File: src/rtl/axi_master_generic_pkg.sv
// Shared types and AXI constants for the generic AXI3 master.
// Response/burst codes live here so the slave-side code can import the same values.
package axi_master_generic_pkg;

    localparam logic [1:0] AXI_RESPONSE_OKAY   = 2'b00;
    localparam logic [1:0] AXI_RESPONSE_EXOKAY = 2'b01;
    localparam logic [1:0] AXI_RESPONSE_SLVERR = 2'b10;
    localparam logic [1:0] AXI_RESPONSE_DECERR = 2'b11;

    localparam logic [1:0] AXI_BURST_FIXED = 2'b00;
    localparam logic [1:0] AXI_BURST_INCR  = 2'b01;
    localparam logic [1:0] AXI_BURST_WRAP  = 2'b10;

    typedef enum logic [2:0] {
        ST_IDLE    = 3'd0,
        ST_WR_ADDR = 3'd1,
        ST_WR_DATA = 3'd2,
        ST_WR_RESP = 3'd3,
        ST_RD_ADDR = 3'd4,
        ST_RD_DATA = 3'd5,
        ST_DONE    = 3'd6
    } state_t;

    // Response codes are ordered by severity, so the worst is the numeric max.
    function automatic logic [1:0] resp_max(input logic [1:0] a, input logic [1:0] b);
        return (a > b) ? a : b;
    endfunction

endpackage

File: src/rtl/axi_master_generic.sv
// AXI3 initiator: one burst command at a time, AW/W/B or AR/R, one completion per command.
// Data paths are combinational pass-through gated by the FSM state.
module axi_master_generic
    import axi_master_generic_pkg::*;
#(
    parameter int         ID_W   = 4,
    parameter int         ADDR_W = 32,
    parameter int         DATA_W = 32,
    parameter int         LEN_W  = 4,
    parameter logic [2:0] AXPROT = 3'b000
) (
    input  logic                aclk,
    input  logic                aresetn,
    // command port
    input  logic                cmd_valid,
    output logic                cmd_ready,
    input  logic                cmd_write,
    input  logic [ID_W-1:0]     cmd_id,
    input  logic [ADDR_W-1:0]   cmd_addr,
    input  logic [LEN_W-1:0]    cmd_len,
    // local write data
    input  logic                wd_valid,
    output logic                wd_ready,
    input  logic [DATA_W-1:0]   wd_data,
    input  logic [DATA_W/8-1:0] wd_strb,
    // local read data
    output logic                rd_valid,
    input  logic                rd_ready,
    output logic [DATA_W-1:0]   rd_data,
    output logic [1:0]          rd_resp,
    output logic                rd_last,
    // completion
    output logic                done_valid,
    output logic                done_write,
    output logic [ID_W-1:0]     done_id,
    output logic [1:0]          done_resp,
    // AXI write address
    output logic [ID_W-1:0]     awid,
    output logic [ADDR_W-1:0]   awadr,
    output logic [LEN_W-1:0]    awlen,
    output logic [2:0]          awsize,
    output logic [1:0]          awburst,
    output logic [1:0]          awlock,
    output logic [3:0]          awcache,
    output logic [2:0]          awprot,
    output logic                awvalid,
    input  logic                awready,
    // AXI write data
    output logic [ID_W-1:0]     wid,
    output logic [DATA_W-1:0]   wrdata,
    output logic [DATA_W/8-1:0] wstrb,
    output logic                wlast,
    output logic                wvalid,
    input  logic                wready,
    // AXI write response
    input  logic [ID_W-1:0]     bid,
    input  logic [1:0]          bresp,
    input  logic                bvalid,
    output logic                bready,
    // AXI read address
    output logic [ID_W-1:0]     arid,
    output logic [ADDR_W-1:0]   araddr,
    output logic [LEN_W-1:0]    arlen,
    output logic [2:0]          arsize,
    output logic [1:0]          arburst,
    output logic [1:0]          arlock,
    output logic [3:0]          arcache,
    output logic [2:0]          arprot,
    output logic                arvalid,
    input  logic                arready,
    // AXI read data
    input  logic [ID_W-1:0]     rid,
    input  logic [DATA_W-1:0]   rdata,
    input  logic [1:0]          rresp,
    input  logic                rlast,
    input  logic                rvalid,
    output logic                rready
);

    localparam int         STRB_W  = DATA_W / 8;
    localparam int         CNT_W   = LEN_W + 1;
    localparam logic [2:0] AX_SIZE = 3'($clog2(STRB_W));

    state_t              state_q, state_d;
    logic [ID_W-1:0]     id_q, id_d;
    logic [ADDR_W-1:0]   addr_q, addr_d;
    logic [LEN_W-1:0]    len_q, len_d;
    logic                write_q, write_d;
    logic [CNT_W-1:0]    cnt_q, cnt_d;
    logic [1:0]          resp_q, resp_d;
    logic                err_q, err_d;

    logic [CNT_W-1:0]    len_ext;
    logic                beat_err;

    assign len_ext = CNT_W'(len_q);

    assign awsize  = AX_SIZE;
    assign awburst = AXI_BURST_INCR;
    assign awlock  = 2'b00;
    assign awcache = 4'b0000;
    assign awprot  = AXPROT;
    assign arsize  = AX_SIZE;
    assign arburst = AXI_BURST_INCR;
    assign arlock  = 2'b00;
    assign arcache = 4'b0000;
    assign arprot  = AXPROT;

    always_ff @(posedge aclk or negedge aresetn) begin
        if (!aresetn) begin
            state_q <= ST_IDLE;
            id_q    <= '0;
            addr_q  <= '0;
            len_q   <= '0;
            write_q <= 1'b0;
            cnt_q   <= '0;
            resp_q  <= AXI_RESPONSE_OKAY;
            err_q   <= 1'b0;
        end else begin
            state_q <= state_d;
            id_q    <= id_d;
            addr_q  <= addr_d;
            len_q   <= len_d;
            write_q <= write_d;
            cnt_q   <= cnt_d;
            resp_q  <= resp_d;
            err_q   <= err_d;
        end
    end

    // A read beat is bad if its ID is foreign, or rlast disagrees with the beat count.
    assign beat_err = (rid != id_q) || (rlast ? (cnt_q != len_ext) : (cnt_q >= len_ext));

    always_comb begin
        state_d = state_q;
        id_d    = id_q;
        addr_d  = addr_q;
        len_d   = len_q;
        write_d = write_q;
        cnt_d   = cnt_q;
        resp_d  = resp_q;
        err_d   = err_q;
        case (state_q)
            ST_IDLE: begin
                if (cmd_valid) begin
                    id_d    = cmd_id;
                    addr_d  = cmd_addr;
                    len_d   = cmd_len;
                    write_d = cmd_write;
                    cnt_d   = '0;
                    resp_d  = AXI_RESPONSE_OKAY;
                    err_d   = 1'b0;
                    state_d = cmd_write ? ST_WR_ADDR : ST_RD_ADDR;
                end
            end
            ST_WR_ADDR: if (awready) state_d = ST_WR_DATA;
            ST_WR_DATA: begin
                if (wd_valid && wready) begin
                    cnt_d = cnt_q + 1'b1;
                    if (cnt_q == len_ext) state_d = ST_WR_RESP;
                end
            end
            ST_WR_RESP: begin
                if (bvalid) begin
                    resp_d  = (bid != id_q) ? AXI_RESPONSE_SLVERR : bresp;
                    state_d = ST_DONE;
                end
            end
            ST_RD_ADDR: if (arready) state_d = ST_RD_DATA;
            ST_RD_DATA: begin
                if (rvalid && rd_ready) begin
                    // Saturate so a runaway burst can never wrap back onto len.
                    cnt_d  = (&cnt_q) ? cnt_q : cnt_q + 1'b1;
                    resp_d = resp_max(resp_q, rresp);
                    err_d  = err_q | beat_err;
                    if (rlast) begin
                        if (err_q || beat_err) resp_d = AXI_RESPONSE_SLVERR;
                        state_d = ST_DONE;
                    end
                end
            end
            ST_DONE: state_d = ST_IDLE;
            default: state_d = ST_IDLE;
        endcase
    end

    always_comb begin
        cmd_ready  = 1'b0;
        wd_ready   = 1'b0;
        rd_valid   = 1'b0;
        rd_data    = '0;
        rd_resp    = 2'b00;
        rd_last    = 1'b0;
        done_valid = 1'b0;
        done_write = 1'b0;
        done_id    = '0;
        done_resp  = 2'b00;
        awid       = '0;
        awadr      = '0;
        awlen      = '0;
        awvalid    = 1'b0;
        wid        = '0;
        wrdata     = '0;
        wstrb      = '0;
        wlast      = 1'b0;
        wvalid     = 1'b0;
        bready     = 1'b0;
        arid       = '0;
        araddr     = '0;
        arlen      = '0;
        arvalid    = 1'b0;
        rready     = 1'b0;
        case (state_q)
            ST_IDLE: cmd_ready = 1'b1;
            ST_WR_ADDR: begin
                awid    = id_q;
                awadr   = addr_q;
                awlen   = len_q;
                awvalid = 1'b1;
            end
            ST_WR_DATA: begin
                wid      = id_q;
                wrdata   = wd_data;
                wstrb    = wd_strb;
                wlast    = (cnt_q == len_ext);
                wvalid   = wd_valid;
                wd_ready = wready;
            end
            ST_WR_RESP: bready = 1'b1;
            ST_RD_ADDR: begin
                arid    = id_q;
                araddr  = addr_q;
                arlen   = len_q;
                arvalid = 1'b1;
            end
            ST_RD_DATA: begin
                rready   = rd_ready;
                rd_valid = rvalid;
                rd_data  = rdata;
                rd_resp  = rresp;
                rd_last  = rlast;
            end
            ST_DONE: begin
                done_valid = 1'b1;
                done_write = write_q;
                done_id    = id_q;
                done_resp  = resp_q;
            end
            default: ;
        endcase
    end

endmodule

File: config.mk
export PLATFORM = sky130hd
export DESIGN_NAME = axi_master_generic
export DESIGN_NICKNAME = d
export VERILOG_FILES = /design/src/rtl/axi_master_generic_pkg.sv /design/src/rtl/axi_master_generic.sv
export SDC_FILE = /design/constraint.sdc
export NUM_CORES = 1
export LEC_CHECK = 0
export BUFFER_PORTS_ARGS = -buffer_cell sky130_fd_sc_hd__buf_2
export CORE_AREA = 2 2 130 132
export DETAILED_ROUTE_END_ITERATION = 8
export DIE_AREA = 0 0 132 134
export PLACE_DENSITY_LB_ADDON = 0.1
export SLEW_MARGIN = 25
export SYNTH_ARGS = -nofsm -noshare
export SYNTH_HDL_FRONTEND = slang
export SYNTH_SLANG_ARGS = --single-unit
File: constraint.sdc
create_clock -name aclk -period 4.1 [get_ports aclk]
set_clock_uncertainty 0.05 [all_clocks]
set_input_delay 0.41 -clock aclk [delete_from_list [all_inputs] [get_ports aclk]]
set_output_delay 0.41 -clock aclk [all_outputs]
set_load 0.005 [all_outputs]
==> reports/results.env, run 1 <==
SYN_AREA_PER_CELL_UM2=9.282
LAYOUT_SETUP_WS_NS=1.381
ARRIVAL_NS=2.26
YOSYS.AREA.TOP_TYPE_SHARE_PCT=32.98
GRT_USAGE_PCT=15.12
SYNTH_TOP_CELL_BY_AREA='sky130_fd_sc_hd__dfrtp_1'
SYNTH_ENABLE_FLOP_CELLS=0
MAX_CAP_VIOL_COUNT=0
DR.PASS1.ITERS=4
MET3ROUTEDLENGTH_MM=1.022
GP_CONGESTION=0.9238
GR-TOTAL-OVERFLOW=0
ROUTE.VIAS.TOTAL=3916
FINAL_CORE_UTIL_PCT=34.86
TOTAL_POWER_DENSITY_PER_CELL_AREA_nW_PER_UM2=580.9
NUMBER_OF_TOP_LEVEL_PINS=332
LAYOUT-AREA-OVERHEAD-VS-SYNTH_PCT=43.93
AVGVIACOUNTPERCELL=4.206
POST_SYNTH_NUM_CELL_TYPES=50
FINAL_DESIGN_AREA_NO_FILL_UM2=5678
MET2WIRELENGTH_MM=6.780
IRDROPWORSTVDD_V=0.0002270
TIGHTESTPINTRANSITION_NS=0.8316
ACHIEVABLE-FREQUENCY_MHz=367.7
DIE_WIDTH_UM=132
NUMCTSBUFFERS=5
ANTENNA_FOUND_INITIAL=0
MAX-CLOCK-PATH-BUFFERS=2
TRITONCTS_NUM_SINKS=52
DIE_AREA_UM2=17690
FINALWIRELENGTH_MM=14.16
FINALSETUPVIOLCOUNT=0
CTS_TREE='yes'
CP_MAX_FO=43
YS_ASYNC_SR_FRACTION_PCT=100.0
MIN-DELAY-PATH-CLASS='in2async'
FIN_CRIT_NS=2.719
CRITPATHCAPTURETYPE='output port'
PLACE.DETAILED.HPWL_MM=11.15
COREAREA_UM2=16290
HOLDBUFCOUNTCTS=0
ANT_NETS=0
CLKTRANSATPATHREGS_NS=0.07
FIN_TNS_SETUP_NS=0
FINISH.NET_COUNT=851
GLOBAL_ROUTE_WIRE_LENGTH_BEFORE_REPAIR_MM=21.04
POST-ROUTE-PERIOD-UTIL_PCT=66.32
PLACED_CELL_AREA_UM2=5499
CTS_RESIZED=0
YOSYSWARNINGCOUNT=0
TOP_SIGNAL_LAYER_USED='met4'
TYPE_OF_THE_WORST_SETUP_PATH='reg2out'
YS_SEQ_ELEMENTS=52
STATUS='finished, final reports clean'
LARGEST_NET_DEGREE_AT_THE_START_OF_GLOBAL_ROUTING=53
DRC=0
FLOORPLAN.INITIALDENSITY_PCT=24.22
DIE_HEIGHT_UM=134
DETAILEDPLACE.WORSTSLACK_NS=1.392
DOMINANTREGCELLSYNTH='sky130_fd_sc_hd__dfrtp_1'
YOSYS-TOP-CELLS-AREA='sky130_fd_sc_hd__dfrtp_1 33%, sky130_fd_sc_hd__and2_1 26%, sky130_fd_sc_hd__mux2_2 11%, sky130_fd_sc_hd__buf_4 5.5%, sky130_fd_sc_hd__ha_1 2.9%'
CLK_LATENCY_NS=0.29
FINAL_LAYOUT_SIZE_SUFFIX_GT1_SHARE_PCT=51.48
POST-CTS-SETUP-BUFFER-COUNT=0
WORST_CASE_HOLD_SLACK_NS=0.1821
POST_SYNTH_INST_COUNT=425
NETLIST_AREA_PRE_PLACE_UM2=3945
INSERTED_DIODES=0
ROWS=47
PORTBUFFERS=303
TIMING.CRITICAL_PATH.FROM_TYPE='register'
SYNTH.YOSYS.SEQ_AREA_SHARE_PCT=32.98
RSZ_0062_RAISED_AFTER_GLOBAL_ROUTING='no'
VIA_COUNT_OF_THE_FIRST_GLOBAL_ROUTING_PASS=3808
HOLD_VIOL_FINAL=0
LEAKAGE_nW=3.243
TIMING.MAX_SLEW.REL_SLACK_PCT=44.56
DATA_REQUIRED_TIME_AT_THE_WORST_ENDPOINT_NS=3.64
FIRST_ITER_VIOLATIONS=138
ROOT_BUFFER='sky130_fd_sc_hd__clkbuf_16'
ROUTED_WIRE_LENGTH_PER_INSTANCE_UM=15.21
FINALMAXSLEWVIOLATIONS=0
CTS.HTREE.LEVELS=2
M1WIRELENGTH_MM=5.935
==> stage by stage <==
stage,std cells,power (mW)
2_1_floorplan,451,2.138
3_3_place_gp,923,2.805
3_5_place_dp,923,2.831
4_1_cts,931,3.368
5_1_grt,931,3.601
6_report,931,3.298
==> cell families (layout without fill, tap and decap cells) <==
kind of cell / after synthesis / count (layout) / synth area share (%)
fa+ha+maj: 9 / 9 / 2.854
flops: 52 / 52 / 32.98
xor+xnor: 8 / 8 / 1.776
buf+inv: 65 / 325 / 10.47
compound gates: 40 / 40 / 7.549
mux: 39 / 39 / 11.23
other cells: 2 / 28 / 0.1904
simple gates: 210 / 210 / 32.95
==> state kept, by name, summed over array words and instances (netlist names) <==
register  flops
resp_q        2
addr_q       32
cnt_q         5
write_q       1
id_q          4
len_q         4
err_q         1
state_q       3
==> layer usage <==
| metal | up-vias | track usage [%] |
|---|---|---|
| met5 | - | 0 |
| met4 | 0 | 5.737 |
| met3 | 22 | 3.893 |
| met2 | 193 | 25.78 |
| met1 | 1802 | 18.35 |
| li1 | 1899 | - |
==> worst paths after layout <==
path / from / endpoint / slack (ns) / cells past startpoint
worst max-delay path: state_q[1] / wrdata[8] / 1.38 / 4
worst min register to register: write_q / write_q / 0.46 / 1
worst min-delay path: aresetn / addr_q[29] / 0.18 / 2
min in group aclk: cmd_len[2] / len_q[2] / 0.28 / 3
max in group asynchronous: aresetn / cnt_q[0] / 3.35 / 2
worst max register to register: state_q[0] / addr_q[2] / 1.80 / 3
==> cells in the final DEF (no fill, tap or decap), drive strengths merged, types with 3 or more instances in the layout <==
master,instances
nand2b,3
xnor2,8
nand3b,3
nand2,8
buf,306
dfrtp,52
nor3,6
and2,163
ha,9
mux2,39
conb,28
a21oi,5
inv,11
and3,5
clkbuf,6
o21ai,13
nor2,10
nor4,5
==> worst max-delay path, cell delays in order (launching register included) <==
cell                       delay (ns)
sky130_fd_sc_hd__dfrtp_1         0.73
sky130_fd_sc_hd__nand2b_1        0.25
sky130_fd_sc_hd__nor2_4          0.59
sky130_fd_sc_hd__and2_1          0.25
sky130_fd_sc_hd__buf_2           0.12
==> report_power, final <==
group / total, mW / internal (mW) / switching, mW
clock network: 0.503 / 0.306 / 0.197
logic: 1.77 / 0.922 / 0.847
registers: 1.03 / 0.759 / 0.267
total: 3.30 / 1.99 / 1.31
==> area by class of cell <==
type	instances	area (um2)
Sequential cell	52	1301
Clock buffer	6	138.9
Fill cell	1729	10610
Multi-Input combinational cell	334	2344
Inverter	11	41.29
Clock inverter	2	38.79
Tap cell	220	275.3
Timing Repair Buffer	306	1539
==> synthesized netlist by cell type (all sizes together) (3+ instances only) <==
master / n
nor2: 10
buf: 39
and2: 163
dfrtp: 52
nor3: 6
nand2b: 3
and3: 5
nand3b: 3
ha: 9
a21oi: 5
mux2: 39
o21ai: 13
nor4: 5
nand2: 8
xnor2: 8
clkbuf: 15
inv: 11
Power figures use the tool's default switching activity.
==> run 2, diff against run 1 <==
Settings changed: CORE_AREA 2 2 130 132 to 2 2 127 129, DIE_AREA 0 0 132 134 to 0 0 129 131.
Clock period 4.1 ns to 2.6 ns, I/O delays scaled along.
==> run 2 against run 1 <==
Combinational power increased by 64%. Non-clock buffer count increased by 8. Core utilization up 2.1 points. Count of clock-buffer cells in the layout decreased by 1. Flip-flop and latch count is the same. Largest power group unchanged.
==> reports/results.env, run 2 (synthesis results as in run 1) <==
STATUS='finished, final reports clean'
MIN-DELAY-PATH-CLASS='in2reg'
DIE_HEIGHT_UM=131  # -2.2%
RSZ_0062_RAISED_AFTER_GLOBAL_ROUTING='no'
ROUTED_WIRE_LENGTH_PER_INSTANCE_UM=15.06  # -0.99%
NUMCTSBUFFERS=5  # unchanged
TOTAL_POWER_DENSITY_PER_CELL_AREA_nW_PER_UM2=926.1  # +59%
ROOT_BUFFER='sky130_fd_sc_hd__clkbuf_16'
GLOBAL_ROUTE_WIRE_LENGTH_BEFORE_REPAIR_MM=20.80  # -1.1%
COREAREA_UM2=15600  # -4.2%
GRT_USAGE_PCT=15.96  # +0.85 points
PLACE.DETAILED.INSTANCES=926  # +0.33%
NUMBER_OF_TOP_LEVEL_PINS=332  # unchanged
FIN_TNS_SETUP_NS=0  # unchanged
DRC=0  # unchanged
ANT_NETS=0  # unchanged
CP_MAX_FO=35  # -19%
VIA_COUNT_OF_THE_FIRST_GLOBAL_ROUTING_PASS=3894  # +2.3%
POST-ROUTE-PERIOD-UTIL_PCT=92.57
DIE_WIDTH_UM=129  # -2.3%
POST_LAYOUT_POWER_mW=5.342  # +62%
CLKTRANSATPATHREGS_NS=0.07  # about the same
IRDROPWORSTVDD_V=0.0003430  # +51%
TIMING.MAX_SLEW.REL_SLACK_PCT=50.14  # +5.6 points
FLIP_FLOP_COUNT_OF_THE_LARGEST_REGISTER_AFTER_LAYOUT=32  # unchanged
FINALMAXSLEWVIOLATIONS=0  # unchanged
CTS_TREE='yes'
ROWS=46  # -2.1%
MAX_FLOP_REGISTER='addr_q'
FINALWIRELENGTH_MM=14.08  # -0.57%
FINAL_CORE_UTIL_PCT=36.98  # +2.1 points
PLACE.DETAILED.HPWL_MM=11.14  # about the same
FIN_CRIT_NS=2.407
ACHIEVABLE-FREQUENCY_MHz=415.5
DR.PASS1.ITERS=4  # unchanged
TIGHTESTPINTRANSITION_NS=0.7479  # -0.08375 ns
FINAL_DESIGN_AREA_NO_FILL_UM2=5768  # +1.6%
MOSTFREQUENTLAYOUTCELL='sky130_fd_sc_hd__buf_2'
FIRST_ITER_VIOLATIONS=125  # -9.4%
ARRIVAL_NS=2.10  # -0.16 ns
WORST-R2R-SETUP-SLACK_NS=0.48  # -1.32 ns
TOP_REGS='addr_q: 32 flops, cnt_q: 5 flops'
GR-TOTAL-OVERFLOW=0  # unchanged
POST-CTS-SETUP-BUFFER-COUNT=0  # unchanged
DIE_AREA_UM2=16900  # -4.5%
LEAKAGE_nW=3.294  # +1.6%
GP_CONGESTION=0.9727  # +5.3%
CRITPATHCAPTURETYPE='output port'
PORTBUFFERS=303  # unchanged
HOLD_VIOL_FINAL=0  # unchanged
LARGEST_NET_DEGREE_AT_THE_START_OF_GLOBAL_ROUTING=53  # unchanged
CTS.HTREE.LEVELS=2  # unchanged
ROUTE.VIAS.TOTAL=3963  # +1.2%
CLK_LATENCY_NS=0.29  # about the same
FINALSETUPVIOLCOUNT=0  # unchanged
ANTENNA_FOUND_INITIAL=1  # +1
DATA_REQUIRED_TIME_AT_THE_WORST_ENDPOINT_NS=2.29  # -1.35 ns
INSTANCES_NO_FILL=935  # +0.43%
FINISH.NET_COUNT=859  # +0.94%
TRITONCTS_NUM_SINKS=52  # unchanged
TIMING.CRITICAL_PATH.FROM_TYPE='register'
PLACED_CELL_AREA_UM2=5565  # +1.2%
TYPE_OF_THE_WORST_SETUP_PATH='reg2out'
AVGVIACOUNTPERCELL=4.239  # +0.77%
FINAL_LAYOUT_SIZE_SUFFIX_GT1_SHARE_PCT=51.67  # +0.19 points
MAX-CLOCK-PATH-BUFFERS=2  # unchanged
FLOORPLAN.INITIALDENSITY_PCT=25.29  # +1.1 points
LAYOUT-AREA-OVERHEAD-VS-SYNTH_PCT=46.21
MAX_CAP_VIOL_COUNT=0  # unchanged
MOSTFREQUENTLAYOUTCELLS='303 x sky130_fd_sc_hd__buf_2, 162 x sky130_fd_sc_hd__and2_1, 52 x sky130_fd_sc_hd__dfrtp_1, 38 x sky130_fd_sc_hd__mux2_2, 28 x sky130_fd_sc_hd__conb_1'
run 2: worst paths after layout:
check,cells after the start,startpoint,to
min in group asynchronous,3,aresetn,addr_q[26]
worst min register to register,1,addr_q[2],addr_q[2]
worst max-delay path,4,state_q[0],rd_data[24]
worst max register to register,6,state_q[0],cnt_q[3]
worst min-delay path,3,cmd_len[2],len_q[2]
max in group asynchronous,3,aresetn,addr_q[3]
run 2: per-layer routing:
metal,vias up,global-route usage [%],share of wire (%)
li1,1920,-,-
met1,1811,19.13,41
met2,212,27.98,48
met3,20,3.990,8.4
met4,0,5.499,2.3
met5,-,0,0
run 2: where the power goes:
part	internal, mW	leakage (nW)	switching (mW)
clock	0.546	0.0899	0.288
combinational	1.51	2.57	1.39
sequential	1.20	0.630	0.405
total	3.25	3.29	2.09
run 2: what timing repair did:
item / in CTS / in global routing
endpoints found under the hold margin: 52 / 0
endpoints found under the setup margin: 0 / 1
resized for setup: 0 / 1
hold buffers: 1 / 0
run 2: worst max-delay path, stage by stage, from the launching register on:
cell	delay (ns)
sky130_fd_sc_hd__dfrtp_1	0.83
sky130_fd_sc_hd__and3_1	0.39
sky130_fd_sc_hd__buf_4	0.29
sky130_fd_sc_hd__and2_1	0.18
sky130_fd_sc_hd__buf_2	0.12
run 2: cell type report:
cell class / count / area, um2
tap: 216 / 270.3
multi-input combinational: 334 / 2341
sequential: 52 / 1301
clock inverter: 2 / 60.06
antenna: 1 / 2.502
inverter: 11 / 41.29
timing repair buffer: 314 / 1627
clock buffer: 5 / 125.1
fill: 1636 / 9829
run 2: metrics by stage:
step                      setup WS (ns)  hold WS (ns)
final                            0.1933        0.1272
after global routing            0.02352        0.1368
after CTS                        0.1598        0.1212
after detailed placement         0.4889        0.2296
after global placement           0.5541        0.2274
after floorplan                  0.8583      -0.08559
==> run 3, diff against run 2 <==
Settings changed: CELL_PAD_IN_SITES_DETAIL_PLACEMENT from default to 1, CELL_PAD_IN_SITES_GLOBAL_PLACEMENT from default to 1, CORE_AREA 2 2 127 129 to 2 2 130 132, DIE_AREA 0 0 129 131 to 0 0 132 134.
==> run 3 against run 2 <==
Register-to-register slack improved by 0.13 ns. Die area increased by 4.7%. Final area decreased by 1.2%. Critical path depth unchanged. Total power decreased by 3.5%. Global-route usage increased by 0.45 points. Combinational power about the same. Maximum frequency decreased by 0.66%. Critical endpoint is now done_id[3]. Flip-flop and latch count unchanged.
==> reports/results.env, run 3 (synthesis results as in run 1) <==
POWER_SWITCHING_SHARE_PCT=40.85  # +1.8 points
HOLD-PATH-ENDPOINT='len_q[1]'
WORST_CASE_HOLD_SLACK_NS=0.1297  # +0.002462 ns
GP_CONGESTION=0.7694  # -21%
TIGHTESTPINTRANSITION_NS=0.6419  # -0.1059 ns
TIMING.CRITICAL_PATH.SLOWEST_STAGE_CELL='sky130_fd_sc_hd__dfrtp_1'
WORSTREG2REGEND='cnt_q[2]'
AVGVIACOUNTPERCELL=4.281  # +1.0%
DATA_REQUIRED_TIME_AT_THE_WORST_ENDPOINT_NS=2.29  # about the same
ROUTE.VIAS.TOTAL=4011  # +1.2%
IRDROPWORSTVDD_V=0.0002960  # -14%
TOP_REGS='addr_q: 32 flops, cnt_q: 5 flops'
PLACE.DETAILED.HPWL_MM=12.17  # +9.3%
VIA_COUNT_OF_THE_FIRST_GLOBAL_ROUTING_PASS=4159  # +6.8%
DETAILEDPLACE.WORSTSLACK_NS=0.4776  # -0.01127 ns
ARRIVAL_NS=2.11  # about the same
PWR-SHARE-CLK_PCT=12.5  # -3.1 points
NUMBER_OF_TOP_LEVEL_PINS=332  # unchanged
TYPE_OF_THE_WORST_SETUP_PATH='reg2out'
CRIT_PATH_CELL_TRACE='inv_2 -> nor3_1 -> and2_1 -> buf_2'
DR.PASS1.ITERS=4  # unchanged
POST-ROUTE-PERIOD-UTIL_PCT=93.18  # +0.62 points
GLOBAL_ROUTE_WIRE_LENGTH_BEFORE_REPAIR_MM=23.20  # +12%
HOLD_VIOL_FINAL=0  # unchanged
FINALMAXSLEWVIOLATIONS=0  # unchanged
CRITICAL-PATH-MAX-STAGE-DELAY_NS=0.66  # -0.17 ns
FINALWIRELENGTH_MM=14.98  # +6.4%
COREAREA_UM2=16290  # +4.4%
FINAL_LAYOUT_SIZE_SUFFIX_GT1_SHARE_PCT=51.60  # -0.067 points
MAX-CLOCK-PATH-BUFFERS=2  # unchanged
POWER_REPORT.INTERNAL_TOTAL_mW=3.049  # -6.3%
FIRST_ITER_VIOLATIONS=116  # -7.2%
MAX_FLOP_REGISTER='addr_q'
ROUTED_WIRE_LENGTH_PER_INSTANCE_UM=15.99  # +6.2%
FLOORPLAN.INITIALDENSITY_PCT=24.22  # -1.1 points
TIMING.MAX_SLEW.REL_SLACK_PCT=56.88  # +6.7 points
DRC=0  # unchanged
MOSTFREQUENTLAYOUTCELLS='302 x sky130_fd_sc_hd__buf_2, 162 x sky130_fd_sc_hd__and2_1, 52 x sky130_fd_sc_hd__dfrtp_1, 38 x sky130_fd_sc_hd__mux2_2, 28 x sky130_fd_sc_hd__conb_1'
CLK_LATENCY_NS=0.29  # about the same
CLKTRANSATPATHREGS_NS=0.07  # about the same
RSZ_0062_RAISED_AFTER_GLOBAL_ROUTING='no'
FIN_CRIT_NS=2.423  # +0.01610 ns
DIE_AREA_UM2=17690  # +4.7%
FILLER_CELL_COUNT=2046  # +25%
SWITCHINGPOWER_mW=2.106  # +0.89%
ANT_NETS=0  # unchanged
STATUS='finished, final reports clean'
INSERTED_DIODES=0  # -1
MIN-DELAY-PATH-CLASS='in2reg'
WORST-R2R-SETUP-SLACK_NS=0.61  # +0.13 ns
PORTBUFFERS=303  # unchanged
SHARE_COMB_OF_TOTAL_POWER_PCT=56.3  # +1.9 points
FINISH.NET_COUNT=858  # -0.12%
MAX_CAP_VIOL_COUNT=0  # unchanged
TOTAL_POWER_DENSITY_PER_CELL_AREA_nW_PER_UM2=904.2  # -2.4%
TRITONCTS_NUM_SINKS=52  # unchanged
POST_LAYOUT_POWER_mW=5.154  # -3.5%
PLACE.DETAILED.INSTANCES=929  # +0.32%
LAYOUT-AREA-OVERHEAD-VS-SYNTH_PCT=44.50
HOLD_PATH.STARTPOINT='cmd_len[1]'
ROOT_BUFFER='sky130_fd_sc_hd__clkbuf_16'
INSTANCES_NO_FILL=937  # +0.21%
ROWS=47  # +2.2%
GR-TOTAL-OVERFLOW=0  # unchanged
LARGEST_NET_DEGREE_AT_THE_START_OF_GLOBAL_ROUTING=46  # -13%
LAYOUT_SETUP_WS_NS=0.1772  # -0.01610 ns
ACHIEVABLE-FREQUENCY_MHz=412.7  # -0.66%
DIE_HEIGHT_UM=134  # +2.3%
WORST_R2R_STARTPOINT='cnt_q[1]'
ANTENNA_FOUND_INITIAL=0  # -1
GRT_USAGE_PCT=16.42  # +0.45 points
CP_MAX_FO=14  # -60%
SEQUENTIALPOWERSHARE_PCT=31.2  # +1.2 points
CTS.HTREE.LEVELS=2  # unchanged
DIE_WIDTH_UM=132  # +2.3%
CRITPATHCAPTURETYPE='output port'
FLIP_FLOP_COUNT_OF_THE_LARGEST_REGISTER_AFTER_LAYOUT=32  # unchanged
TIMING.CRITICAL_PATH.FROM_TYPE='register'
LEAKAGE_nW=3.260  # -1.0%
FINALSETUPVIOLCOUNT=0  # unchanged
WHS_PATH_DEPTH=3  # unchanged
NUMCTSBUFFERS=5  # unchanged
CTS_TREE='yes'
MOSTFREQUENTLAYOUTCELL='sky130_fd_sc_hd__buf_2'
CTS_RESIZED=0  # unchanged
WORST_R2R_PATH_DEPTH=7  # +1
FIN_TNS_SETUP_NS=0  # unchanged
run 3: cell count changes in the layout (fill, tap and decap cells not counted), sizes merged:
cell / previous run / this run
bufinv: 2 / 0
clkinvlp: 0 / 1
diode: 1 / 0
clkinv: 0 / 1
buf: 313 / 312
run 3: layout make-up:
type | instances | area, um2 | area share (%)
inverter | 11 | 41.29 | 0.7243
sequential | 52 | 1301 | 22.83
multi-input combinational | 334 | 2336 | 40.98
tap | 220 | 275.3 | 4.829
clock inverter | 2 | 12.51 | 0.2195
clock buffer | 5 | 125.1 | 2.195
timing repair buffer | 313 | 1609 | 28.23
run 3: worst max-delay path by stage:
stage,endpoint,slack (ns),from,depth (start not counted)
floorplan,cnt_q[3],0.86,cnt_q[0],7
finish,done_id[3],0.18,state_q[2],4
global route,done_id[1],0.03,state_q[2],4
global placement,rd_data[16],0.63,state_q[0],4
CTS,done_id[3],0.14,state_q[2],4
detailed placement,done_id[3],0.48,state_q[2],4
run 3: power by group through the flow:
stage                     Combinational [mW]  Sequential (mW)  Clock (mW)
after CTS                               2.97             1.62       0.681
after global routing                    3.24             1.70       0.713
after global placement                  2.87             1.62           0
final                                   2.90             1.61       0.643
after detailed placement                2.96             1.62           0
after floorplan                         1.96             1.41           0
run 3: per-stage QoR:
step	instance area, um2	util (%)
6_report	5700	35.00
5_1_grt	5700	35.00
4_1_cts	5688	34.92
3_5_place_dp	5550	34.07
3_3_place_gp	5550	34.07
2_1_floorplan	4043	-
run 3: worst max-delay path, delay by kind of cell (launching register included):
family                 cells  cell delay (ns)
DFF                        1             0.66
and+or+nand+nor            2             0.81
buffers and inverters      2             0.34
run 3: what timing repair did:
action	4_1_cts	5_1_grt
setup buffers	0	0
hold endpoints to repair	0	38
hold buffers	0	1
run 3: per-layer routing:
| metal | track usage [%] | vias up | part of all wire [%] |
|---|---|---|---|
| met5 | 0 | - | 0 |
| met4 | 3.744 | 0 | 1.3 |
| met3 | 4.497 | 13 | 7.5 |
| met2 | 30.01 | 179 | 51 |
| met1 | 19.09 | 1907 | 40 |
| li1 | - | 1912 | - |
